**config.mk**
```make
export PLATFORM = sky130hd
export DESIGN_NAME = mole_controller
export DESIGN_NICKNAME = d
export VERILOG_FILES = /design/src/rtl/wam_pkg.sv /design/src/rtl/mole_timer.sv /design/src/rtl/mole_controller.sv
export SDC_FILE = /design/constraint.sdc
export NUM_CORES = 1
export LEC_CHECK = 0
export CAP_MARGIN = 20
export CORE_MARGIN = 5
export CORE_UTILIZATION = 28
export CTS_CLUSTER_DIAMETER = 50
export CTS_CLUSTER_SIZE = 10
export DETAILED_ROUTE_END_ITERATION = 8
export RECOVER_POWER = 100
export SYNTH_ARGS = -nofsm -noshare
export SYNTH_HDL_FRONTEND = slang
export SYNTH_SLANG_ARGS = --single-unit
```
**constraint.sdc**
```tcl
create_clock -name clk -period 5.4 [get_ports clk]
set_input_delay 1.08 -clock clk [delete_from_list [all_inputs] [get_ports clk]]
set_output_delay 1.08 -clock clk [all_outputs]
set_load 0.05 [all_outputs]
```
**src/rtl/wam_pkg.sv**
```systemverilog
// Shared definitions for the whack-a-mole design: hole count, the "no hole"
// marker, the controller state encoding, the score width and a one-hot helper.
package wam_pkg;

    localparam int         NUM_HOLES = 9;
    localparam logic [3:0] NO_HOLE   = 4'd15;
    localparam int         SCORE_W   = 8;

    typedef enum logic [2:0] {
        S_IDLE,
        S_SEED,
        S_GAP,
        S_PICK,
        S_UP,
        S_OVER
    } state_t;

    // One-hot hole mask; anything past the last hole gives an empty mask.
    function automatic logic [NUM_HOLES-1:0] hole_onehot(input logic [3:0] h);
        logic [NUM_HOLES-1:0] r;
        r = '0;
        for (int i = 0; i < NUM_HOLES; i++) begin
            r[i] = (h == 4'(i));
        end
        return r;
    endfunction

endpackage

```
**src/rtl/mole_timer.sv**
```systemverilog
// Loadable down-counter.
//   clk, reset : clock, synchronous active-high reset
//   load       : load load_val into the counter (wins over counting)
//   load_val   : start value, i.e. number of cycles until done
//   done       : high during the last counted cycle (count == 1)
// After a load of N, done is high in the N-th cycle following the load edge.
module mole_timer #(
    parameter int W = 8
) (
    input  logic         clk,
    input  logic         reset,
    input  logic         load,
    input  logic [W-1:0] load_val,
    output logic         done
);

    logic [W-1:0] cnt;

    always_ff @(posedge clk) begin
        if (reset) begin
            cnt <= '0;
        end else if (load) begin
            cnt <= load_val;
        end else if (cnt != '0) begin
            cnt <= cnt - W'(1);
        end
    end

    assign done = (cnt == W'(1));

endmodule

```
**src/rtl/mole_controller.sv**
```systemverilog
// Game-flow controller: seeds the LFSR, picks holes from rndnum, times each
// mole, scores hits, counts misses and ends the game at MAX_MISSES.
//   clk, reset : clock, synchronous active-high reset
//   start      : begins a game from IDLE or OVER (ignored otherwise)
//   rndnum     : hole number from the LFSR (0-8 valid, 9-15 rejected)
//   hit        : per-hole strike strobes
//   lfsr_load  : one-cycle LFSR seed pulse (SEED)
//   mole       : one-hot active mole, 0 when none is up
//   score      : successful hits, saturating
//   misses     : expired moles this game
//   playing    : high in SEED/GAP/PICK/UP
//   game_over  : high in OVER
// All outputs are registered from the next-state values.
module mole_controller
    import wam_pkg::*;
#(
    parameter int SPAWN_DELAY = 25_000_000,
    parameter int LIFE_CYCLES = 50_000_000,
    parameter int LIFE_STEP   = 2_500_000,
    parameter int LIFE_MIN    = 10_000_000,
    parameter int MAX_MISSES  = 3,
    parameter int RETRY_MAX   = 64
) (
    input  logic                 clk,
    input  logic                 reset,
    input  logic                 start,
    input  logic [3:0]           rndnum,
    input  logic [NUM_HOLES-1:0] hit,
    output logic                 lfsr_load,
    output logic [NUM_HOLES-1:0] mole,
    output logic [SCORE_W-1:0]   score,
    output logic [3:0]           misses,
    output logic                 playing,
    output logic                 game_over
);

    localparam int LW = $clog2(LIFE_CYCLES + 1);
    localparam int GW = $clog2(SPAWN_DELAY + 1);
    localparam int RW = $clog2(RETRY_MAX + 1);

    state_t         state, nstate;
    logic [3:0]     hole, last_hole, nhole;
    logic [RW-1:0]  retry_cnt;
    logic [LW-1:0]  cur_life, life_dec;
    logic           gap_done, life_done;
    logic           gap_load, life_load, accept, hit_ok, expire;
    logic           rnd_valid;

    mole_timer #(.W(GW)) u_gap (
        .clk      (clk),
        .reset    (reset),
        .load     (gap_load),
        .load_val (GW'(SPAWN_DELAY)),
        .done     (gap_done)
    );

    mole_timer #(.W(LW)) u_life (
        .clk      (clk),
        .reset    (reset),
        .load     (life_load),
        .load_val (cur_life),
        .done     (life_done)
    );

    assign rnd_valid = (rndnum <= 4'(NUM_HOLES - 1));
    assign nhole     = accept ? rndnum : hole;

    // Clamp compare is done at 32 bits so the subtraction can never wrap.
    always_comb begin
        if (32'(cur_life) >= 32'(LIFE_MIN + LIFE_STEP)) begin
            life_dec = cur_life - LW'(LIFE_STEP);
        end else begin
            life_dec = LW'(LIFE_MIN);
        end
    end

    always_ff @(posedge clk) begin
        if (reset) begin
            state <= S_IDLE;
        end else begin
            state <= nstate;
        end
    end

    always_comb begin
        nstate    = state;
        gap_load  = 1'b0;
        life_load = 1'b0;
        accept    = 1'b0;
        hit_ok    = 1'b0;
        expire    = 1'b0;
        case (state)
            S_IDLE: if (start) nstate = S_SEED;
            S_SEED: begin
                gap_load = 1'b1;
                nstate   = S_GAP;
            end
            S_GAP:  if (gap_done) nstate = S_PICK;
            S_PICK: begin
                // A repeat of the previous hole is only taken once the retry
                // budget is used up; out-of-range values are never taken.
                if (rnd_valid && (rndnum != last_hole || retry_cnt == RW'(RETRY_MAX))) begin
                    accept    = 1'b1;
                    life_load = 1'b1;
                    nstate    = S_UP;
                end
            end
            S_UP: begin
                // A hit in the final timer cycle beats expiry.
                if (hit[hole]) begin
                    hit_ok   = 1'b1;
                    gap_load = 1'b1;
                    nstate   = S_GAP;
                end else if (life_done) begin
                    expire = 1'b1;
                    if (misses + 4'd1 == 4'(MAX_MISSES)) begin
                        nstate = S_OVER;
                    end else begin
                        gap_load = 1'b1;
                        nstate   = S_GAP;
                    end
                end
            end
            S_OVER: if (start) nstate = S_SEED;
            default: nstate = S_IDLE;
        endcase
    end

    always_ff @(posedge clk) begin
        if (reset) begin
            hole      <= 4'd0;
            last_hole <= NO_HOLE;
            retry_cnt <= '0;
            cur_life  <= LW'(LIFE_CYCLES);
            score     <= '0;
            misses    <= 4'd0;
            mole      <= '0;
            lfsr_load <= 1'b0;
            playing   <= 1'b0;
            game_over <= 1'b0;
        end else begin
            if (state == S_SEED) begin
                score     <= '0;
                misses    <= 4'd0;
                cur_life  <= LW'(LIFE_CYCLES);
                last_hole <= NO_HOLE;
            end
            if (accept) begin
                hole      <= rndnum;
                last_hole <= rndnum;
                retry_cnt <= '0;
            end else if (state == S_PICK && retry_cnt != RW'(RETRY_MAX)) begin
                retry_cnt <= retry_cnt + RW'(1);
            end
            if (hit_ok) begin
                if (score != '1) score <= score + SCORE_W'(1);
                cur_life <= life_dec;
            end
            if (expire) misses <= misses + 4'd1;
            mole      <= (nstate == S_UP) ? hole_onehot(nhole) : '0;
            lfsr_load <= (nstate == S_SEED);
            playing   <= (nstate inside {S_SEED, S_GAP, S_PICK, S_UP});
            game_over <= (nstate == S_OVER);
        end
    end

endmodule

```
======== Word level (Yosys, flattened, before mapping) ========
Index checks and enable logic that the tools add are counted.
word-level totals
  bits in registers ....................... 119
  input bits .............................. 16
  word-level logic and storage cells ...... 101
cells by class
  add/subtract/negate cells ............... 6
  order comparisons ....................... 3
  equal/unequal tests ..................... 25
  muxes and demuxes ....................... 35
  bitwise operators ....................... 1
  reductions and logical operators ........ 17
operators with widths
  cell                      number
  $mux W26                  5
  $mux W25                  2
  $eq A26 B1 Y1 const B     1
  $ge A26 B24 Y1 const B    1
  $reduce_bool A26 Y1       1
  $sub A26 B1 Y26 const B   1
  $sub A26 B22 Y26 const B  1
  $eq A25 B1 Y1 const B     1
  $reduce_bool A25 Y1       1
  $sub A25 B1 Y25 const B   1
  $mux W8                   3
  $mux W4                   5
  $mux W3                   6
  $eq A4 B3 Y1 const B      4
  $pmux W3 S5               1
  $eq A3 B2 Y1 const B      4
  $eq A3 B3 Y1 const B      4
  $eq A4 B2 Y1 const B      3
  $mux W1                   11
  $reduce_bool A2 Y1        5
  $add A8 B1 Y8 const B     1
  $ne A8 B8 Y1 const B      1
  $reduce_or A2 Y1          4
  $add A7 B1 Y7 const B     1
  17 further kinds          19

======== Depth between registers and ports, before layout ========
Gate-level depths: netlist (run 1).
  word-level depth ........................ 9
  mapped depth ............................ 10
  gate-level depth less buffers ........... 8

======== Cells and area by module ========
A second synthesis (run 1) with hierarchy kept.
second synthesis, totals
  cell total of the unflattened synthesis .. 790
  area, all modules ....................... 6466.2 µm²
modules (own cells, without submodules)
  module               times used  cells each  area an instance (µm²)
  mole_controller      1           418         3435.8
  mole_timer (u_life)  1           190         1516.5
  mole_timer (u_gap)   1           182         1514.0

======== Worst setup path before layout (run 1) ========
No wires, ideal clock.
  path type ............................... input -> register
  start ................................... input hit[5]
  end ..................................... register mole[0]
  library setup time ...................... 0.097 ns
  arrival ................................. 2.926 ns
  required time ........................... 5.303 ns
  slack ................................... 2.377 ns
  stages .................................. 7
  path buffers ............................ 1
  cell sequence ........................... mux4_2 > a22oi_2 > a21o_1 > buf_2 > o31ai_1 > nand4b_1 > nor4b_1
between the ends
  cells in the longest elaborated chain, start to end .. 7
RTL lines
  item                               RTL line                text
  from (decl)                        mole_controller.sv:28   input logic [NUM_HOLES-1:0] hit,
  $bmux W1 S4                        mole_controller.sv:110  if (hit[hole]) begin
  $mux W1 (implied by the code)      mole_controller.sv:110
  $mux W3                            mole_controller.sv:110
  $pmux W3 S5                        mole_controller.sv:92   case (state)
  $eq A3 B3 Y1                       mole_controller.sv:160  mole <= (nstate == S_UP) ? hole_onehot(nhole) : '0;
  $not A1 Y1 (no source line)        n/a
  $reduce_or A2 Y1 (no source line)  n/a
  to (signal assigned)               mole_controller.sv:160
  to (decl)                          mole_controller.sv:30   output logic [NUM_HOLES-1:0] mole,
No other way between the ends. The select of a mux whose other input is x is not followed.
A chain may end at the register's enable or synchronous reset.

======== Worst setup path after layout (run 1) ========
  start ................................... input rndnum[1]
  end ..................................... register u_life.cnt[15]
between the ends
  cells in the longest elaborated chain, start to end .. 6
  elaborated cells between the ends (all ways) .. 8
  those cells by class .................... order compare: 1; eq/ne: 1; mux: 3; reduce/logical: 3
RTL lines
  item                                                  RTL line                text
  from (decl)                                           mole_controller.sv:27   input logic [3:0] rndnum,
  branches (longest 2 deep; another with $le A4 B4 Y1)  n/a
  $logic_and A1 B1 Y1 *                                 mole_controller.sv:102  if (rnd_valid && (rndnum != last_hole || retry_cnt == RW'(RETRY_MAX))) begin
  $mux W1 *                                             mole_controller.sv:102
  $mux W1 *                                             mole_controller.sv:92
  $mux W26 or $reduce_bool A2 Y1 (tied branches)        n/a
  to (signal assigned)                                  mole_timer.sv:23        cnt <= load_val;
  to (signal assigned)                                  mole_timer.sv:25        cnt <= cnt - W'(1);
  to (decl)                                             mole_timer.sv:17        logic [W-1:0] cnt;
Every way passes the cells marked *.

==> results of run 1 <==
-- final cells by class --
| type | instances | area, sq um |
|---|---|---|
| Clock inverter | 10 | 133 |
| Clock buffer | 21 | 470 |
| Tap cell | 275 | 344 |
| Inverter | 18 | 67.6 |
| Timing Repair Buffer | 46 | 427 |
| Sequential cell | 114 | 2280 |
| Fill cell | 2178 | 13900 |
| Multi-Input combinational cell | 565 | 3520 |
-- placed cells by master (no fill, tap or decap), drive strengths merged, types with 16 or more instances in the layout --
master	Yosys	final
dfxtp	114	114
nor2	99	99
nand2	49	49
a21oi	48	48
xnor2	40	40
nor3	37	37
nor4	32	32
dlygate4sd3	0	26
o21ai	25	25
clkbuf	29	24
nand3	23	23
inv	18	18
a22oi	17	17
xor2	17	17
a211oi	16	16
-- per-stage QoR --
step	total power [uW]	instance area, sq um
global placement	2420	6680
floorplan	2220	6070
CTS	3600	7280
finish	3560	7240
detailed placement	2440	6680
global route	3810	7240
-- worst paths after layout --
path / end / start / cells after the start
max: u_life.cnt[15] / rndnum[1] / 7
min: u_gap.cnt[10] / u_gap.cnt[10] / 2
max reg2reg: u_gap.cnt[17] / u_life.cnt[2] / 6
min reg2reg: u_gap.cnt[10] / u_gap.cnt[10] / 2
-- sequential cells by signal (all words and copies together) (netlist names) --
name	cells
last_hole	4
hole	4
score	8
u_gap.cnt	25
cur_life	21
u_life.cnt	26
playing	1
state	3
mole	9
misses	4
lfsr_load	1
retry_cnt	7
game_over	1
-- logic make-up after synthesis --
group           after synthesis  share of synthesized area (%)
compound gates              162                           17.6
buf+inv                      57                           3.90
fa+ha+maj                    12                           2.47
mux                          10                           2.12
flops                       114                           37.6
xor+xnor                     57                           8.23
simple gates                324                           28.1
-- synthesized netlist by cell type, types with 8 or more instances --
library cell	n	share of area (%)
a211oi_1	15	1.9
a21oi_1	48	4.0
a22oi_1	16	2.0
a31oi_1	9	0.93
clkbuf_1	28	1.7
dfxtp_1	114	38
ha_1	12	2.5
inv_1	18	1.1
nand2_1	49	3.0
nand2b_1	12	1.2
nand3_1	22	1.8
nor2_1	98	6.1
nor3_1	37	3.1
nor4_1	29	3.0
o21ai_0	24	2.0
or3_1	8	0.82
or4_1	8	0.99
xnor2_1	40	5.8
xor2_1	17	2.5
-- power breakdown --
group | switching [uW] | total, uW | internal [uW] | leakage (uW)
sequential | 153 | 1150 | 1000 | 0.000928
clock | 394 | 1150 | 755 | 0.000291
combinational | 733 | 1260 | 526 | 0.00138
total | 1280 | 3560 | 2280 | 0.00260
-- per-layer routing --
metal | global-route usage, % | routed length (microns) | vias to the layer above
met4 | 4.38 | 218 | 0
met5 | 0 | 0 | -
li1 | - | - | 2723
met3 | 3.41 | 760 | 22
met1 | 15.9 | 7070 | 2476
met2 | 19.7 | 6870 | 122
-- worst min-delay path: stages (launching register included) --
cell	delay (ns)
dfxtp_1	0.30
o31ai_1	0.06
a21oi_1	0.06
==> impl_metrics.toml, run 1 <==
[floorplan]
dieArea_sq_mm = 0.0247
core_sq_mm = 0.0212
die_w_microns = 157
ios = 40
initial_core_util_pct = 28.7
die_height_microns = 157
row_count = 53

[hold_path]
hp-class = "flop to flop"

[synth]
synth_seq_cells = 114
synth-edff-count = 0
yosys_warnings = 0
yosysSeqAreaShare_pct = 37.6
yosysUniqueCellTypes = 68
async_reset_ff_share_pct = 0
ys.flop_type = "dfxtp_1"
syn_avg_cell_area_sq_um = 8.24
netlist_instances = 736
synth_area_sq_mm = 0.00607
syn-num-nets = 764

[global_route]
grt_antenna_before_repair = 0
grt_pass1_wl_mm = 24.9
grt.total_usage_pct = 12.3
grt_pass1_vias = 4951
overflow = 0
grt_max_degree = 44

[worst_setup_path]
worstSetupEndpointType = "flop"
worstPathCellList = "dlygate4sd3_1, xor2_1, a211oi_1, a211oi_1, nor2_1, a22oi_1, nor2_1"
required_ns = 5.69
reg2reg_slack_ns = 1.45
start_kind = "input port"
path_buf_inv = 1
crit_type = "input port to flop"
cp.arrival_ns = 4.65
critPathMaxFanout = 15
cp_top_family = "compound AO/OA/AOI/OAI gates"
max_stage_delay_ns = 1.44
critPathSlowestCell = "a211oi_1"

[timing]
min_period_over_period_pct = 80.8
setup_viol = 0
worstMarginPinSlew_ns = 1.76
setup_tns_ns = 0
whs_ns = 0.467
fin_ws_ns = 1.04
max_freq_mhz = 229
rsz0062_at_grt = "false"
period_minus_slack_ns = 4.36
skew_ns = 0.00927
slew_headroom_pct = -18.0
slew_violations = 29
hold_viol = 0

[routing]
drc = 0
firstDrtPassIters = 4
via_count = 5343
ant_nets = 0
wl_per_cell_microns = 14.2
via_per_inst = 5.09
wirelength_mm = 14.9
drt_iter0_markers = 327

[final_layout]
layout.nets = 790
drive_gt1_share_pct = 6.98
area_growth_syn_to_layout_pct = 19.4
diodes = 0
stdcell_count = 1049
utilization_pct = 34.2

[placement]
place_inst = 1017
dp_hpwl_mm = 10.4
io_buffers = 39
gp_congestion = 0.844
pre_cts_slack_ns = 1.21

[run_status]
violations = "capacitance limit, slew limit"
status = "finished, violations left"

[flow_run]
maxCapViolCount = 2

[clock_tree]
cts_root_buf = "clkbuf_16"
cts_resized = 0
tritoncts = "done"
postCtsSetupBuffers = 0
cts.path.max_buffers = 2
htree_levels = 4
cts_hold_repair.buffers = 0
cts_sinks = 114
clock_latency_ns = 0.42
cts_made_buffers = 17
cts.reportedPaths.clkPinSlew_ns = 0.05

[pwr]
ir_drop_mv = 0.251
p_leak_uw = 0.00260
power.density_mw_per_mm2 = 492
Power figures use the tool's default switching activity.
==> run 2, diff against run 1 <==
==> constraint.sdc (replaced) <==
create_clock -name clk -period 4.1 [get_ports clk]
set_input_delay 0.82 -clock clk [delete_from_list [all_inputs] [get_ports clk]]
set_output_delay 0.82 -clock clk [all_outputs]
set_load 0.05 [all_outputs]
==> run 2 against run 1 <==
Against the previous run: core utilization rose by 0.70 points; worst setup slack worse by 0.34 ns; global-route usage rose by 0.24 points; flip-flop and latch count unchanged; cell count up 0.95%; via count rose by 2.8%; combinational power up 34%; clock-buffer cell count is the same; final area up 2.1%; first-iteration DRC count up 2.4%; register-to-register slack got worse by 0.67 ns; highest routed layer unchanged; wire length rose by 1.6%; critical path type unchanged; the flow now finishes without violations.
==> impl_metrics.toml, run 2 (synthesis gave the netlist of run 1 again) <==
[run_status]
status = "finished, final reports clean"

[floorplan]
initial_core_util_pct = 28.7
die_height_microns = 157
ios = 40
row_count = 53
dieArea_sq_mm = 0.0247
core_sq_mm = 0.0212
die_w_microns = 157

[clock_tree]
htree_levels = 4
cts_sinks = 114
postCtsSetupBuffers = 0
cts_resized = 0
cts_made_buffers = 17
cts.path.max_buffers = 2
cts_hold_repair.buffers = 0
cts.reportedPaths.clkPinSlew_ns = 0.05
tritoncts = "done"
clock_latency_ns = 0.43
cts_root_buf = "clkbuf_16"

[pwr]
p_int_uw = 3210
switching_power_uw = 1700
switching_share_pct = 34.6
report.power.total_uw = 4920
p_clk_share_pct = 34.7
pwr-share-comb_pct = 34.4
power.density_mw_per_mm2 = 665
ir_drop_mv = 0.359
power_frac_seq_pct = 30.9
p_leak_uw = 0.00268

[flow_run]
maxCapViolCount = 0

[routing]
ant_nets = 0
top_layer = "met4"
wl_met1_mm = 7.13
via_per_inst = 5.18
wl_per_cell_microns = 14.3
firstDrtPassIters = 5
met2_length_mm = 6.92
wirelength_mm = 15.2
via_count = 5490
drc = 0
route.met3.wl_microns = 938
drt_iter0_markers = 335

[timing]
max_freq_mhz = 294
setup_tns_ns = 0
rsz0062_at_grt = "false"
worstMarginPinSlew_ns = 0.991
setup_viol = 0
period_minus_slack_ns = 3.40
min_period_over_period_pct = 82.9
hold_viol = 0
fin_ws_ns = 0.703
slew_violations = 0
skew_ns = 0.00898
slew_headroom_pct = 33.9

[worst_setup_path]
worstSetupEndpointType = "flop"
r2r-start = "u_life.cnt[2]"
start_kind = "input port"
worstRegToRegCells = 6
cp.arrival_ns = 3.71
worst_r2r_endpoint = "u_gap.cnt[2]"
critPathMaxFanout = 10
required_ns = 4.41
reg2reg_slack_ns = 0.78
crit_type = "input port to flop"

[final_layout]
diodes = 0
final_cell_mix = "114 x dfxtp_1, 98 x nor2_1, 49 x nand2_1"
regArea_sq_mm = 0.00228
layout_commonest_cell = "dfxtp_1"
multi_input_comb_area_sq_mm = 0.00354
top_regs = "u_life.cnt (26), u_gap.cnt (25), cur_life (21)"
postLayoutCellArea_sq_mm = 0.00739
area_growth_syn_to_layout_pct = 21.9
nFillCells = 2168
largest_reg_flops = 26
utilization_pct = 34.9
layout.nets = 799
regMostFlops = "u_life.cnt"
drive_gt1_share_pct = 8.16

[global_route]
grt_pass1_wl_mm = 25.5
grt.total_usage_pct = 12.5
overflow = 0
grt_antenna_before_repair = 0
grt_pass1_vias = 5158
grt_max_degree = 33

[hold_path]
min_from = "u_gap.cnt[10]"
hp-class = "flop to flop"
hold_end = "u_gap.cnt[10]"
worstHoldPathCells = 2

[placement]
gp_congestion = 0.838
dpl_cell_area_sq_mm = 0.00675
io_buffers = 39
pre_cts_slack_ns = 0.659
dp_hpwl_mm = 10.5
==> run 2: changes by cell type in the layout (fill, tap and decap cells not counted), sizes merged <==
cell and change:
bufinv +3, buf +6, clkbuf +3, clkinv +1
clkinvlp -3
==> run 2: power groups by stage <==
| stage | Sequential (uW) | Clock [uW] | Combinational [uW] |
|---|---|---|---|
| 4_1_cts | 1520 | 1730 | 1700 |
| 3_3_place_gp | 1530 | 0 | 1680 |
| 5_1_grt | 1550 | 1780 | 1900 |
| 6_report | 1520 | 1700 | 1690 |
| 2_1_floorplan | 1500 | 0 | 1430 |
| 3_5_place_dp | 1530 | 0 | 1680 |
==> run 2: critical path: stages <==
cell and delay (ns):
dlygate4sd3_1 0.54, mux4_2 0.47, a22oi_1 0.58, a21o_1 0.27
o31ai_1 0.10, nand4b_1 0.48, nor4_1 0.44
==> run 2: how the worst max path moves through the flow <==
stage                  startpoint              to
floorplan                  hit[5]         mole[0]
global placement           hit[5]         mole[0]
detailed placement         hit[4]         mole[0]
CTS                 u_life.cnt[2]    u_gap.cnt[2]
global route            rndnum[1]  u_life.cnt[24]
finish                     hit[4]         mole[5]
==> run 2: routing by layer <==
layer / up-vias / global-route usage (%)
met2: 136 / 19.8
li1: 2748 / -
met4: 0 / 3.93
met3: 21 / 3.71
met1: 2585 / 16.5
met5: - / 0
==> run 2: through the flow <==
step           hold WS (ns)  instances
4_1_cts               0.469       1059
2_1_floorplan         0.444        736
5_1_grt               0.525       1059
6_report              0.470       1059
3_3_place_gp          0.459       1026
3_5_place_dp          0.460       1027
==> run 2: area by class of cell <==
class / count / share of cell area (%)
clock buffer: 21 / 6.36
multi-input combinational: 565 / 47.9
tap: 275 / 4.65
sequential: 114 / 30.9
clock inverter: 11 / 2.78
timing repair buffer: 55 / 6.48
inverter: 18 / 0.914
==> run 3, diff against run 2 <==
==> constraint.sdc (replaced) <==
create_clock -name clk -period 3.3 [get_ports clk]
set_input_delay 0.66 -clock clk [delete_from_list [all_inputs] [get_ports clk]]
set_output_delay 0.66 -clock clk [all_outputs]
set_load 0.05 [all_outputs]
==> run 3 against run 2 <==
Against the previous run: final area is 0.88% higher; sequential power is 24% higher; largest cell class unchanged; clock power up 25%; flip-flop and latch count did not move; critical path depth increased by 1; hold slack gained 0.0085 ns; non-clock buffer count up 9; global-route usage is 0.18 points lower; worst setup slack lost 0.40 ns; first-iteration DRC count is 13% lower; via count shrank 2.2%.
==> impl_metrics.toml, run 3 (synthesis gave the netlist of run 1 again) <==
[hold_path]
hold_end = "u_gap.cnt[10]"
hp-class = "flop to flop"
min_from = "u_gap.cnt[10]"
worstHoldPathCells = 2

[timing]
rsz0062_at_grt = "false"
max_freq_mhz = 333
slew_headroom_pct = 37.3
skew_ns = 0.0102
min_period_over_period_pct = 91.0
period_minus_slack_ns = 3.00
slew_violations = 0
worstMarginPinSlew_ns = 0.939
setup_viol = 0
setup_tns_ns = 0
hold_viol = 0

[clock_tree]
cts_sinks = 114
cts_made_buffers = 17
cts_resized = 0
clock_latency_ns = 0.42
cts_root_buf = "clkbuf_16"
cts.reportedPaths.clkPinSlew_ns = 0.06
htree_levels = 4
cts_hold_repair.buffers = 0
cts.path.max_buffers = 2
postCtsSetupBuffers = 0
tritoncts = "done"

[global_route]
grt_antenna_before_repair = 0
grt_pass1_vias = 4998
grt_max_degree = 26
grt.total_usage_pct = 12.3
grt_pass1_wl_mm = 25.0
overflow = 0

[worst_setup_path]
start_kind = "input port"
reg2reg_slack_ns = 0.37
cp.arrival_ns = 3.29
r2r-start = "u_life.cnt[2]"
worst_r2r_endpoint = "misses[3]"
required_ns = 3.59
crit_type = "input port to flop"
worstRegToRegCells = 6
critPathMaxFanout = 18
worstSetupEndpointType = "flop"

[routing]
via_per_inst = 5.03
wirelength_mm = 15.0
drt_iter0_markers = 291
firstDrtPassIters = 5
via_count = 5367
drc = 0
ant_nets = 0
route.met3.wl_microns = 636
wl_per_cell_microns = 14.0
wl_met1_mm = 7.26
met2_length_mm = 6.88
top_layer = "met4"

[floorplan]
row_count = 53
die_w_microns = 157
initial_core_util_pct = 28.7
die_height_microns = 157
ios = 40
dieArea_sq_mm = 0.0247
core_sq_mm = 0.0212

[flow_run]
maxCapViolCount = 0

[pwr]
pwr-share-comb_pct = 33.9
ir_drop_mv = 0.366
p_clk_share_pct = 35.1
power.density_mw_per_mm2 = 816
p_int_uw = 3990
power_frac_seq_pct = 31.0
switching_power_uw = 2100
p_leak_uw = 0.00272
switching_share_pct = 34.5

[placement]
dp_hpwl_mm = 10.5
io_buffers = 39
gp_congestion = 0.829

[final_layout]
utilization_pct = 35.3
top_regs = "u_life.cnt (26), u_gap.cnt (25), cur_life (21)"
final_cell_mix = "114 x dfxtp_1, 98 x nor2_1, 49 x nand2_1"
largest_reg_flops = 26
layout.nets = 808
drive_gt1_share_pct = 9.33
layout_commonest_cell = "dfxtp_1"
regMostFlops = "u_life.cnt"
area_growth_syn_to_layout_pct = 22.9
diodes = 0

[run_status]
status = "finished, final reports clean"
==> run 3: changes by cell type in the layout (fill, tap and decap cells not counted), sizes merged <==
| cell | previous run | this run |
|---|---|---|
| clkbuf | 27 | 25 |
| clkinvlp | 0 | 2 |
| clkdlybuf4s50 | 12 | 14 |
| buf | 11 | 20 |
| dlygate4sd3 | 26 | 24 |
==> run 3: area by class of cell <==
cell class              instances  area [sq um]
inverters                      18          67.6
multi-input cells             565          3530
repair buffers                 64           551
clock inverters                13           231
flip-flops and latches        114          2280
clock buffers                  19           453
fillers                      2163         13700
well taps                     275           344
==> run 3: metal layers <==
metal	up-vias	GRT usage, %
met1	2509	16.1
met5	-	0
li1	2754	-
met2	92	19.7
met4	0	3.97
met3	12	3.55
==> run 3: power groups by stage <==
stage,registers [uW],logic [uW],clock network [uW]
final,1890,2060,2130
after detailed placement,1910,2100,0
after global placement,1910,2090,0
after CTS,1890,2130,2180
after global routing,1930,2320,2240
after floorplan,1860,1770,0
==> run 3: worst max-delay path by stage <==
stage / from / to / slack (ns)
after global placement: rndnum[2] / u_life.cnt[10] / 0.32
after floorplan: misses[1] / mole[1] / 0.69
after detailed placement: hit[1] / cur_life[24] / 0.31
final: hit[5] / cur_life[24] / 0.30
after global routing: hit[4] / cur_life[14] / 0.19
after CTS: u_life.cnt[2] / misses[1] / 0.49
==> run 3: worst max-delay path: stages <==
cell,delay (ns)
clkdlybuf4s50_1,0.39
mux4_2,0.48
a22oi_2,0.24
a21o_1,0.23
clkbuf_1,0.67
a211oi_1,0.30
o311ai_0,0.21
nand3_1,0.10
==> run 3: through the flow <==
step / hold slack [ns] / cells / total power (uW) / area (sq um) / setup slack, ns
finish: 0.478 / 1068 / 6080 / 7460 / 0.298
global route: 0.506 / 1068 / 6490 / 7460 / 0.194
CTS: 0.478 / 1068 / 6190 / 7510 / 0.488
detailed placement: 0.466 / 1036 / 4010 / 6820 / 0.310
global placement: 0.457 / 1036 / 3990 / 6820 / 0.324
floorplan: 0.444 / 736 / 3630 / 6070 / 0.685
